**src/rtl/instr_fetch.sv**
```systemverilog
// Instruction fetch unit: reads one instruction word per program counter value,
// holds it for the decoder, then tells the program counter where to go next.
module instr_fetch #(
    parameter int ADDR_W  = 5,
    parameter int DATA_W  = 8,
    parameter int TIMEOUT = 15
) (
    input  logic              clk,
    input  logic              rst,
    input  logic [ADDR_W-1:0] pc_addr,
    output logic [ADDR_W-1:0] next_pc,
    output logic              pc_en,
    output logic [ADDR_W-1:0] mem_addr,
    output logic              mem_rd,
    input  logic [DATA_W-1:0] mem_rdata,
    input  logic              mem_ack,
    output logic [DATA_W-1:0] ir,
    output logic              ir_valid,
    input  logic              ir_ready,
    input  logic              skip,
    input  logic              jump,
    input  logic [ADDR_W-1:0] jump_target,
    input  logic              halt,
    output logic              halted,
    output logic              fault
);

    typedef enum logic [2:0] {
        IDLE   = 3'd0,
        FETCH  = 3'd1,
        HOLD   = 3'd2,
        ADV    = 3'd3,
        HALTED = 3'd4
    } state_t;

    localparam int CNT_W = (TIMEOUT > 1) ? $clog2(TIMEOUT + 1) : 1;

    state_t              state_q, state_d;
    logic [CNT_W-1:0]    cnt_q, cnt_d;
    logic [DATA_W-1:0]   ir_q, ir_d;
    logic [ADDR_W-1:0]   next_pc_q, next_pc_d;
    logic                fault_q, fault_d;

    always_ff @(posedge clk or negedge rst) begin
        if (!rst) begin
            state_q   <= IDLE;
            cnt_q     <= '0;
            ir_q      <= '0;
            next_pc_q <= '0;
            fault_q   <= 1'b0;
        end else begin
            state_q   <= state_d;
            cnt_q     <= cnt_d;
            ir_q      <= ir_d;
            next_pc_q <= next_pc_d;
            fault_q   <= fault_d;
        end
    end

    // The counter is zeroed in the states that lead into FETCH, so every
    // fetch attempt starts with a fresh timeout budget.
    always_comb begin
        state_d   = state_q;
        cnt_d     = cnt_q;
        ir_d      = ir_q;
        next_pc_d = next_pc_q;
        fault_d   = fault_q;
        case (state_q)
            IDLE: begin
                state_d = FETCH;
                cnt_d   = '0;
            end
            FETCH: begin
                if (mem_ack) begin
                    ir_d    = mem_rdata;
                    state_d = HOLD;
                end else if (cnt_q == CNT_W'(TIMEOUT)) begin
                    fault_d = 1'b1;
                    state_d = HALTED;
                end else begin
                    cnt_d = cnt_q + CNT_W'(1);
                end
            end
            HOLD: begin
                if (ir_ready) begin
                    if (halt) begin
                        state_d = HALTED;
                    end else begin
                        if (jump)
                            next_pc_d = jump_target;
                        else if (skip)
                            next_pc_d = pc_addr + ADDR_W'(2);
                        else
                            next_pc_d = pc_addr + ADDR_W'(1);
                        state_d = ADV;
                    end
                end
            end
            ADV: begin
                state_d = FETCH;
                cnt_d   = '0;
            end
            HALTED: begin
                state_d = HALTED;
            end
            default: begin
                state_d = IDLE;
            end
        endcase
    end

    assign mem_rd   = (state_q == FETCH);
    assign mem_addr = pc_addr;
    assign ir_valid = (state_q == HOLD);
    assign pc_en    = (state_q == ADV);
    assign halted   = (state_q == HALTED);
    assign ir       = ir_q;
    assign next_pc  = next_pc_q;
    assign fault    = fault_q;

endmodule

```
**config.mk**
```make
export PLATFORM = sky130hd
export DESIGN_NAME = instr_fetch
export DESIGN_NICKNAME = d
export VERILOG_FILES = /design/src/rtl/instr_fetch.sv
export SDC_FILE = /design/constraint.sdc
export NUM_CORES = 1
export LEC_CHECK = 0
export CAP_MARGIN = 10
export CORE_MARGIN = 4
export CORE_UTILIZATION = 30
export DETAILED_ROUTE_END_ITERATION = 8
export GPL_ROUTABILITY_DRIVEN = 0
export PLACE_DENSITY = 0.63
export SYNTH_ARGS = -nofsm -noshare
export SYNTH_HDL_FRONTEND = slang
export SYNTH_SLANG_ARGS = --single-unit
```
**constraint.sdc**
```tcl
create_clock -name clk -period 2.8 [get_ports clk]
set_input_delay 0.42 -clock clk [delete_from_list [all_inputs] [get_ports clk]]
set_output_delay 0.42 -clock clk [all_outputs]
set_load 0.005 [all_outputs]
```
==> impl_metrics.ini, run 1 <==
[floorplanning]
core_area_mm2 = 0.00374
start_util_pct = 31.6
fp.dieW_um = 70.7
ios = 48
rows = 22
dieArea_mm2 = 0.00500
die_h_um = 70.7

[global_routing]
grt_pass1_wl_um = 4310
antenna_found_initial = 0
grt-ovfl-total = 0
groute.usage.overall_pct = 10.5
grt_max_degree = 22
first_global_vias = 997

[sta]
finalSetupViolCount = 0
post-route-period-util_pct = 78.3
max_slew_margin_pct = 70.7
finalWorstSetupSlack_ns = 0.607
fin_crit_ns = 2.19
hold_violations = 0
clock.fmax_mhz = 456
tightest_slew_ns = 0.439
maxSlewViolCount = 0
finalSetupTns_ns = 0
rsz0062_at_grt = no
skew_ns = 0.00269

[synth]
synth_top_area_share_pct = 44.5
synth.distinct_cells = 40
synth_top_area_cell = dfrtp_1
synthCells = 111
syn_nets = 139
ys_seq_area_share_pct = 44.5
ys_warn_count = 0
synth_area_mm2 = 0.00118
syn_area_per_cell_um2 = 10.6
ys_ff_latch = 21
ys_top_cells_by_area = dfrtp_1 (44%), mux2_2 (7.6%), a21oi_1 (3.8%)

[setup_path]
worst-r2r-cell-count = 4
required_ns = 2.38
end_kind = primary output
cp.arrival_ns = 1.77
startpoint_type = flip-flop
r2r-start = state_q[1]
criticalPathCategory = reg2out
r2r_setup_slack_ns = 1.08
r2r_end = ir[2]
crit_fanout = 13

[detailed_routing]
via_per_inst = 4.67
wirelength_um = 2650
initialDrtViolationCount = 55
routedWlPerCell_um = 13.1
num_vias = 944
ant_nets = 0
remaining_drc_errors = 0
drt_first_pass_iters = 4

[clock_network]
clock-sinks = 21
htree_levels = 1
cts_buffer_depth = 2
clk_pin_slew_worst_paths_ns = 0.08
holdBufCountCts = 0
cts_made_buffers = 3
ctsRootBufferMaster = clkbuf_8
tritoncts = yes
cts_setup_buffers = 0
clock_latency_ns = 0.26
cts_resized = 0

[pwr]
power.density_mw_per_mm2 = 793
p_leak_nw = 0.713
ir_drop_uv = 356
total_power_w = 0.00136

[worst_hold_path]
holdPathEnd = fault
hold_path_class = reg2reg
min_from = fault
min_path_cells = 1

[place]
dp.final_hpwl_um = 2050
io_buffers = 47
pre_cts_ws_ns = 0.753

[final_layout]
layout_common_cells = clkdlybuf4s50_1 (47), dfrtp_1 (21), a21oi_1 (9)
layout-drive-gt1-share_pct = 16.2
area_delta_synth_final_pct = 44.6
final_common_cell = clkdlybuf4s50_1
num_antenna_cells = 0
final_net_count = 183

[outcome]
status = completed

[job]
maxCapViolCount = 0
## worst max-delay path, stage by stage (launching register included)
cell and delay (ns):
dfrtp_1 0.54, nor3b_1 0.40, clkdlybuf4s50_1 0.58
## cells in the mapped netlist
master     n
dfrtp_1   21
a21oi_1    9
mux2_2     8
nand2_1    8
buf_4      6
nor2_1     6
o21ai_0    5
nand2b_1   4
ha_1       3
nor3b_1    3
and3b_1    2
buf_1      2
mux2i_1    2
nor2_2     2
nor2b_1    2
o21a_1     2
xnor2_1    2
xor2_1     2
a211oi_1   1
a221oi_2   1
a22o_2     1
a31oi_1    1
and2_1     1
and2b_1    1
and2b_2    1
and3_1     1
and4bb_2   1
clkbuf_2   1
inv_1      1
mux2_4     1
nand3_1    1
nand3b_1   1
nand3b_2   1
nor3_1     1
nor3_2     1
nor3_4     1
o22ai_1    1
or2_2      1
or4_1      1
or4b_4     1
## per-stage QoR
stage          area (um2)  hold WS (ns)  instances  util [%]
2_1_floorplan        1180         0.124        111         -
3_3_place_gp         1660         0.457        198      44.4
3_5_place_dp         1660         0.457        198      44.4
4_1_cts              1710         0.476        202      45.6
5_1_grt              1710         0.483        202      45.6
6_report             1710         0.472        202      45.6
## how the worst max path moves through the flow
stage,depth (start not counted),startpoint,slack (ns),to
floorplan,4,state_q[1],1.29,ir[0]
global placement,5,mem_ack,0.77,cnt_q[0]
detailed placement,5,mem_ack,0.75,cnt_q[0]
CTS,2,state_q[2],0.59,ir_valid
global route,2,state_q[2],0.52,ir_valid
finish,2,state_q[2],0.61,ir_valid
## per-layer routing
metal  up-vias  global-route usage [%]  wire length [um]
li1        470                       -                 -
met1       441                    13.0              1240
met2        31                    18.2              1250
met3         2                    2.56               147
met4         0                    3.13                14
met5         -                       0                 0
## registers in the layout, summed over array words and instances, names as in the netlist
register,flops
next_pc,5
fault,1
cnt_q,4
ir,8
state_q,3
## kinds of logic (layout without fill, tap and decap cells)
family	count (synthesis)	count (layout)	synth area share [%]
compound gates	21	21	11.0
xor+xnor	4	4	2.97
fa+ha+maj	3	3	3.18
buf+inv	10	53	5.19
flops	21	21	44.5
mux	11	11	10.6
simple gates	41	41	22.6
## report_power, final
part / switching (W) / internal, W / total (W)
clock network: 0.0000965 / 0.0000990 / 0.000195
registers: 0.000101 / 0.000425 / 0.000526
logic: 0.000218 / 0.000415 / 0.000633
total: 0.000416 / 0.000939 / 0.00136
## cell type report
type | count | area [um2]
inverters | 1 | 3.75
clock buffers | 3 | 41.3
fillers | 363 | 2040
clock inverters | 1 | 5.00
repair buffers | 48 | 478
multi-input cells | 80 | 594
well taps | 48 | 60.1
flip-flops and latches | 21 | 526
Note: power is estimated with default switching activity, not from simulation.
==> inputs of run 2 (changes only) <==
- PLACE_DENSITY: 0.63 -> 0.65
- clock period: 2.8 -> 1.93 ns (I/O delays scaled with it)
==> run 2 against run 1 <==
Compared with the run above:
- combinational power is 58% higher
- count of clock-buffer cells in the layout is the same
- cell count increased by 4.0%
- via count up 3.9%
- sequential share of layout area shrank 1.1 points
==> impl_metrics.ini, run 2 (synthesized netlist as in run 1, its figures left out) <==
[setup_path]
crit_end = ir_valid
crit_fanout = 7
startpoint = state_q[2]
r2r_end = ir[6]
startpoint_type = flip-flop
cp.arrival_ns = 1.49
criticalPathCategory = reg2out
r2r_setup_slack_ns = 0.30
end_kind = primary output
required_ns = 1.64
r2r-start = state_q[1]
worst-r2r-cell-count = 6

[detailed_routing]
num_vias = 981
wirelength_um = 2700
initialDrtViolationCount = 61
remaining_drc_errors = 0
routedWlPerCell_um = 12.8
ant_nets = 0
drt_first_pass_iters = 3
via_per_inst = 4.67

[pwr]
total_power_w = 0.00206
p_leak_nw = 0.763
power.density_mw_per_mm2 = 1160
ir_drop_uv = 487

[final_layout]
layout-drive-gt1-share_pct = 22.2
num_antenna_cells = 0
final_net_count = 191
multi_input_area_um2 = 599
num-fill-cells = 375
layout_common_cells = clkdlybuf4s50_1 (46), dfrtp_1 (19), a21oi_1 (9), buf_4 (9)
area_delta_synth_final_pct = 50.5
stdcell_area_mm2 = 0.00178
regArea_um2 = 528
largest_reg_flops = 8
final_common_cell = clkdlybuf4s50_1

[floorplanning]
dieArea_mm2 = 0.00500
rows = 22
fp.dieW_um = 70.7
die_h_um = 70.7
start_util_pct = 31.6
core_area_mm2 = 0.00374
ios = 48

[sta]
finalSetupTns_ns = 0
rsz0062_at_grt = no
max_slew_margin_pct = 81.9
finalSetupViolCount = 0
tightest_slew_ns = 0.272
maxSlewViolCount = 0
finalWorstSetupSlack_ns = 0.154
hold_violations = 0
post-route-period-util_pct = 92.0
fin_crit_ns = 1.78
timing.hold.ws_ns = 0.364
skew_ns = 0.00244
clock.fmax_mhz = 563

[clock_network]
cts_buffer_depth = 2
clock_latency_ns = 0.26
htree_levels = 1
cts_made_buffers = 3
clk_pin_slew_worst_paths_ns = 0.08
ctsRootBufferMaster = clkbuf_8
tritoncts = yes
clock-sinks = 21
holdBufCountCts = 0

[global_routing]
groute.usage.overall_pct = 10.5
grt_pass1_wl_um = 4260
antenna_found_initial = 0
grt_max_degree = 22
first_global_vias = 984
grt-ovfl-total = 0

[worst_hold_path]
hold_path_class = in2async

[outcome]
status = completed

[place]
pre_cts_ws_ns = 0.0825
dp.final_hpwl_um = 2120
io_buffers = 47
placed_cell_area_mm2 = 0.00171

[job]
maxCapViolCount = 0
run 2: cell count changes in the layout (fill, tap and decap cells not counted), sizes merged:
| cell | previous run | this run |
|---|---|---|
| dlymetal6s2s | 0 | 1 |
| clkdlybuf4s50 | 47 | 46 |
| buf | 1 | 9 |
run 2: metrics by stage:
stage                     std cells  utilization [%]
after CTS                       209             47.1
after floorplan                 111                -
after global routing            210             47.5
final                           210             47.5
after detailed placement        204             45.6
after global placement          204             45.6
run 2: worst min path at each step:
stage | start | endpoint | depth (start not counted)
floorplan | rst | cnt_q[0] | 0
global placement | fault | fault | 1
detailed placement | fault | fault | 1
CTS | rst | fault | 2
global route | rst | fault | 2
finish | rst | state_q[2] | 2
run 2: cell type report:
cell class / count / share of cell area (%)
well taps: 48 / 3.38
inverters: 1 / 0.211
repair buffers: 56 / 30.4
flip-flops and latches: 21 / 29.7
clock buffers: 3 / 2.32
clock inverters: 1 / 0.281
multi-input cells: 80 / 33.7
run 2: critical path, cell delays in order (launching register included):
cell and delay, ns:
dfrtp_1 0.46, nor3b_2 0.24, clkdlybuf4s50_1 0.53
run 2: where the power goes:
group / internal, W / switching (W)
registers: 0.000621 / 0.000143
clock network: 0.000144 / 0.000148
logic: 0.000662 / 0.000339
total: 0.00143 / 0.000630
run 2: timing repair:
action                                  4_1_cts  5_1_grt
buffers inserted                              1        1
resized for setup                             1        3
endpoints found under the setup margin        1        2
run 2: layer usage:
layer  part of all wire [%]  up-vias  wire length [um]  global-route usage, %
li1                       -      489                 -                      -
met1                     44      457              1200                   12.9
met2                     49       30              1320                   18.0
met3                    5.3        5               143                   2.56
met4                    1.4        0                37                   3.76
met5                      0        -                 0                      0
